$ cat src/rtl/pc_sequencer.sv
// Program-counter sequencer: branch/jump/call/return with a return-address
// stack and sticky stack-error flags.
module pc_sequencer #(
  parameter int PC_W      = 5,
  parameter int DATA_W    = 32,
  parameter int IMM_W     = 16,
  parameter int RAS_DEPTH = 4,
  parameter int RESET_PC  = 0,
  localparam int DW       = $clog2(RAS_DEPTH + 1)
) (
  input  logic              clk,
  input  logic              reset,
  input  logic              control,
  input  logic              isBranch,
  input  logic              isJump,
  input  logic              isCall,
  input  logic              isRet,
  input  logic              relMode,
  input  logic [2:0]        cond,
  input  logic [DATA_W-1:0] regA,
  input  logic [DATA_W-1:0] regB,
  input  logic [IMM_W-1:0]  imm,
  output logic [PC_W-1:0]   PC,
  output logic [DW-1:0]     depth,
  output logic              stack_full,
  output logic              stack_empty,
  output logic              overflow,
  output logic              underflow
);

  localparam int IW = (RAS_DEPTH > 1) ? $clog2(RAS_DEPTH) : 1;
  localparam int MW = (PC_W > IMM_W) ? PC_W : IMM_W;

  logic [PC_W-1:0] pc_q, pc_d;
  logic [DW-1:0]   depth_q, depth_d;
  logic            ovf_q, ovf_d;
  logic            unf_q, unf_d;
  logic            push;
  logic [PC_W-1:0] ras_q [RAS_DEPTH];

  logic [PC_W-1:0]   seq, target, top;
  logic signed [MW-1:0] imm_sx;
  logic [MW-1:0]     imm_zx;
  logic              full, empty, taken;
  logic              eq, lt_s, lt_u;

  assign seq    = pc_q + PC_W'(1);
  assign imm_sx = MW'($signed(imm));
  assign imm_zx = MW'(imm);
  assign target = relMode ? seq + imm_sx[PC_W-1:0]
                          : imm_zx[PC_W-1:0];
  assign top    = ras_q[IW'(depth_q - DW'(1))];
  assign full   = (depth_q == DW'(RAS_DEPTH));
  assign empty  = (depth_q == '0);

  assign eq   = (regA == regB);
  assign lt_s = ($signed(regA) < $signed(regB));
  assign lt_u = (regA < regB);

  always_comb begin
    taken = 1'b0;
    case (cond)
      3'd0:    taken = eq;
      3'd1:    taken = !eq;
      3'd2:    taken = lt_s;
      3'd3:    taken = !lt_s;
      3'd4:    taken = lt_u;
      3'd5:    taken = !lt_u;
      default: taken = 1'b0;
    endcase
  end

  // Priority: ret > call > jump > branch > sequential
  always_comb begin
    pc_d    = pc_q;
    depth_d = depth_q;
    ovf_d   = ovf_q;
    unf_d   = unf_q;
    push    = 1'b0;
    if (control) begin
      if (isRet) begin
        if (!empty) begin
          pc_d    = top;
          depth_d = depth_q - DW'(1);
        end else begin
          unf_d = 1'b1;
          pc_d  = seq;
        end
      end else if (isCall) begin
        if (!full) begin
          push    = 1'b1;
          pc_d    = target;
          depth_d = depth_q + DW'(1);
        end else begin
          ovf_d = 1'b1;
          pc_d  = seq;
        end
      end else if (isJump) begin
        pc_d = target;
      end else if (isBranch) begin
        pc_d = taken ? target : seq;
      end else begin
        pc_d = seq;
      end
    end
  end

  always_ff @(posedge clk) begin
    if (!reset) begin
      pc_q    <= PC_W'(RESET_PC);
      depth_q <= '0;
      ovf_q   <= 1'b0;
      unf_q   <= 1'b0;
    end else begin
      pc_q    <= pc_d;
      depth_q <= depth_d;
      ovf_q   <= ovf_d;
      unf_q   <= unf_d;
    end
  end

  // Stack storage needs no reset; only entries below depth are read
  always_ff @(posedge clk) begin
    if (push) ras_q[IW'(depth_q)] <= seq;
  end

  assign PC          = pc_q;
  assign depth       = depth_q;
  assign stack_full  = full;
  assign stack_empty = empty;
  assign overflow    = ovf_q;
  assign underflow   = unf_q;

endmodule
$ cat config.mk
export PLATFORM = sky130hd
export DESIGN_NAME = pc_sequencer
export DESIGN_NICKNAME = d
export VERILOG_FILES = /design/src/rtl/pc_sequencer.sv
export SDC_FILE = /design/constraint.sdc
export NUM_CORES = 1
export LEC_CHECK = 0
export ABC_AREA = 1
export CAP_MARGIN = 20
export CORE_ASPECT_RATIO = 1.5
export CORE_UTILIZATION = 41
export DETAILED_ROUTE_END_ITERATION = 10
export PLACE_DENSITY = 0.78
export SYNTH_ARGS = -nofsm -noshare
export SYNTH_HDL_FRONTEND = slang
export SYNTH_SLANG_ARGS = --single-unit
$ cat constraint.sdc
create_clock -name clk -period 2.4 [get_ports clk]
set_input_delay 0.24 -clock clk [delete_from_list [all_inputs] [get_ports clk]]
set_output_delay 0.24 -clock clk [all_outputs]
set_load 0.02 [all_outputs]
==> flow_summary.yaml <==
clocking:
  cts_made_buffers: 5
  clk_pin_slew_ns: 0.07
  clk_latency_ns: 0.28
  cts.sinks: 30
  htreeDepth: 2
  cts_buffer_depth: 2
  cts_tree: "yes"
  hold_buffers: 0
  clockRootBuffer: "clkbuf_8"
place:
  place.gp.congestion: 0.849
  dp_cells: 541
  place_ws_ns: -0.0984
  hpwlAfterDp_um: 5980
  numPortBuffers: 91
  postPlaceCellArea_um2: 3840
synth:
  avgSynthCellArea_um2: 7.54
  yosys_warnings: 0
  ys_types: 34
  synth-seq-cells: 30
  synthTopCellsByArea: "edfxtp_1 (22%), ha_1 (20%), inv_1 (9.8%)"
  syn_inst: 362
  synth_top_area_share_pct: 22.0
  syn-cell-area_um2: 2730
  syn_nets: 497
  synth-seq-area-share_pct: 29.3
  yosysTopAreaCell: "edfxtp_1"
critical_path:
  critical_path_arrival_ns: 2.18
  timing.critical_path.to_type: "flip-flop"
  required_ns: 2.32
  crit_slowest_cell: "nor2_1"
  crit_chain: "inv_1, ha_1, ha_1, nor2_1, nand2_1, nor2_1"
  crit_fanout: 5
  max_stage_delay_ns: 0.46
  worstSetupPathType: "flip-flop to flip-flop"
  reg2reg_depth: 6
  cp-start-kind: "flip-flop"
global_route:
  grt-ovfl-total: 0
  grt_pass1_wl_um: 11200
  use_met3_pct: 2.34
  antenna_found_initial: 0
  grt_pass1_vias: 2755
  grt_max_degree: 16
  busiest_layer: "met2"
  use_met1_pct: 20.0
  grt.met2_usage_pct: 44.0
  track_usage_pct: 21.4
hold_path:
  min_path_type: "flip-flop to flip-flop"
  min_path_cells: 2
pwr:
  vdd.ir_drop.worst_mv: 0.309
  internal_power_w: 0.00117
  seqPwrFrac_pct: 34.3
  switching_power_w: 0.000601
  p_leak_nw: 1.84
  p_clk_share_pct: 21.8
  swShare_pct: 34.0
  comb_power_share_pct: 44.0
  powerDensity_nw_per_um2: 429
layout:
  multi_input_area_um2: 1830
  area_growth_pct: 51.0
  antenna_cells: 0
  n_fill_cell: 572
  final_area_um2: 4120
  final_cell_mix: "clkdlybuf4s50_1 (91), inv_1 (70), nand2_1 (63)"
  final_common_cell: "clkdlybuf4s50_1"
  nets: 607
  final_cells: 549
  drive_gt1_share_pct: 14.4
  seq_area_um2: 806
route:
  drt_iter0_drc: 88
  drt_pre_antenna_iters: 4
  routed_wl_um: 7450
  wl_per_cell_um: 13.6
  ant_nets: 0
  vias_per_cell: 5.16
  vias: 2834
  drc_errors: 0
outcome:
  outcome: "finished clean"
timing:
  timing.fmax_mhz: 443
  worstMarginPinSlew_ns: 0.530
  fin_ws_ns: 0.142
  slew_viol_final: 0
  finalCritPeriodShare_pct: 94.1
  fin_hold_ws_ns: 0.449
  clock_skew_ns: 0.00708
  slew_headroom_pct: 64.5
  hold_violations: 0
  setup_viol: 0
  min_period_ns: 2.26
die:
  top_level_ports: 103
  start_util_pct: 42.1
  row_count: 36
  die_h_um: 102
  die_w_um: 68.6
  core_region_area_um2: 6490
  die_area_um2: 7000
job:
  maxCapViolations: 0
==> logic make-up after synthesis <==
group / after synthesis / synth area share (%)
buffers and inverters: 78 / 10.7
muxes: 2 / 0.733
adders and majority gates: 44 / 20.4
and+or+nand+nor: 134 / 22.6
xor gates and xnor gates: 8 / 2.57
AOI/OAI and AO/OA: 66 / 13.6
DFF: 30 / 29.3
==> path summary, 6_finish.rpt <==
kind	from	to	slack, ns
setup / recovery	depth[1]	ras_q[1][0]	0.14
hold / removal	underflow	underflow	0.45
setup reg to reg	depth[1]	ras_q[1][0]	0.14
hold reg to reg	underflow	underflow	0.45
==> layout make-up <==
class | count | share of cell area, %
inverters | 75 | 6.83
multi-input cells | 254 | 44.5
clock inverters | 2 | 0.213
well taps | 76 | 2.31
repair buffers | 106 | 24.8
clock buffers | 6 | 1.76
flip-flops and latches | 30 | 19.6
==> what timing repair did <==
item / in CTS / in global routing
gates resized for setup: 1 / 33
setup buffers: 0 / 0
pin swaps: 0 / 14
setup endpoints to repair: 2 / 5
==> through the flow <==
stage	utilization, %	power (W)	TNS (ns)
2_1_floorplan	-	0.00101	0
5_1_grt	63.5	0.00188	-0.0370
6_report	63.5	0.00177	0
3_5_place_dp	59.2	0.00133	-0.424
3_3_place_gp	59.2	0.00130	-0.156
4_1_cts	60.5	0.00171	0
==> critical path, delay by kind of cell, from the launching register on <==
kind / cells / cell delay [ns]
and+or+nand+nor: 3 / 0.93
adders and majority gates: 2 / 0.47
DFF: 1 / 0.41
buffers and inverters: 1 / 0.09
==> state kept, by name, summed over array words and instances, names as in the netlist <==
| register | flops |
|---|---|
| PC | 5 |
| ras_q | 20 |
| overflow | 1 |
| underflow | 1 |
| depth | 3 |
==> Yosys cell counts <==
master    instances
clkinv_1          1
nand3_2           2
nand2_1          67
a22oi_1           1
fa_1              1
mux2i_1           2
o211ai_1          2
a21oi_2           1
o21ai_1           2
inv_2             3
nand4_4           1
ha_1             43
nor3_1            1
a21boi_0          1
clkbuf_1          3
nor2_1           30
nand2_4           2
xor2_1            6
o22ai_1           8
nor2_2            2
dfxtp_1          10
a21o_1            1
nand4_1           1
a21oi_1          27
o21a_1            2
xnor2_1           2
nand2_2           5
a21boi_1          1
a221oi_1          2
edfxtp_1         20
nor2_4            3
o21ai_0          18
inv_1            71
nand3_1          20
==> metal layers <==
| layer | vias to the layer above | routed length, um |
|---|---|---|
| li1 | 1406 | - |
| met1 | 1316 | 2630 |
| met2 | 88 | 4360 |
| met3 | 24 | 234 |
| met4 | 0 | 223 |
| met5 | - | 0 |
==> power groups by stage <==
stage          logic [W]  registers, W  clock network [W]
5_1_grt         0.000868      0.000609           0.000400
3_5_place_dp    0.000722      0.000611                  0
2_1_floorplan   0.000382      0.000631                  0
3_3_place_gp    0.000693      0.000611                  0
4_1_cts         0.000727      0.000602           0.000380
6_report        0.000778      0.000607           0.000385
(Power assumes the default switching activity.)
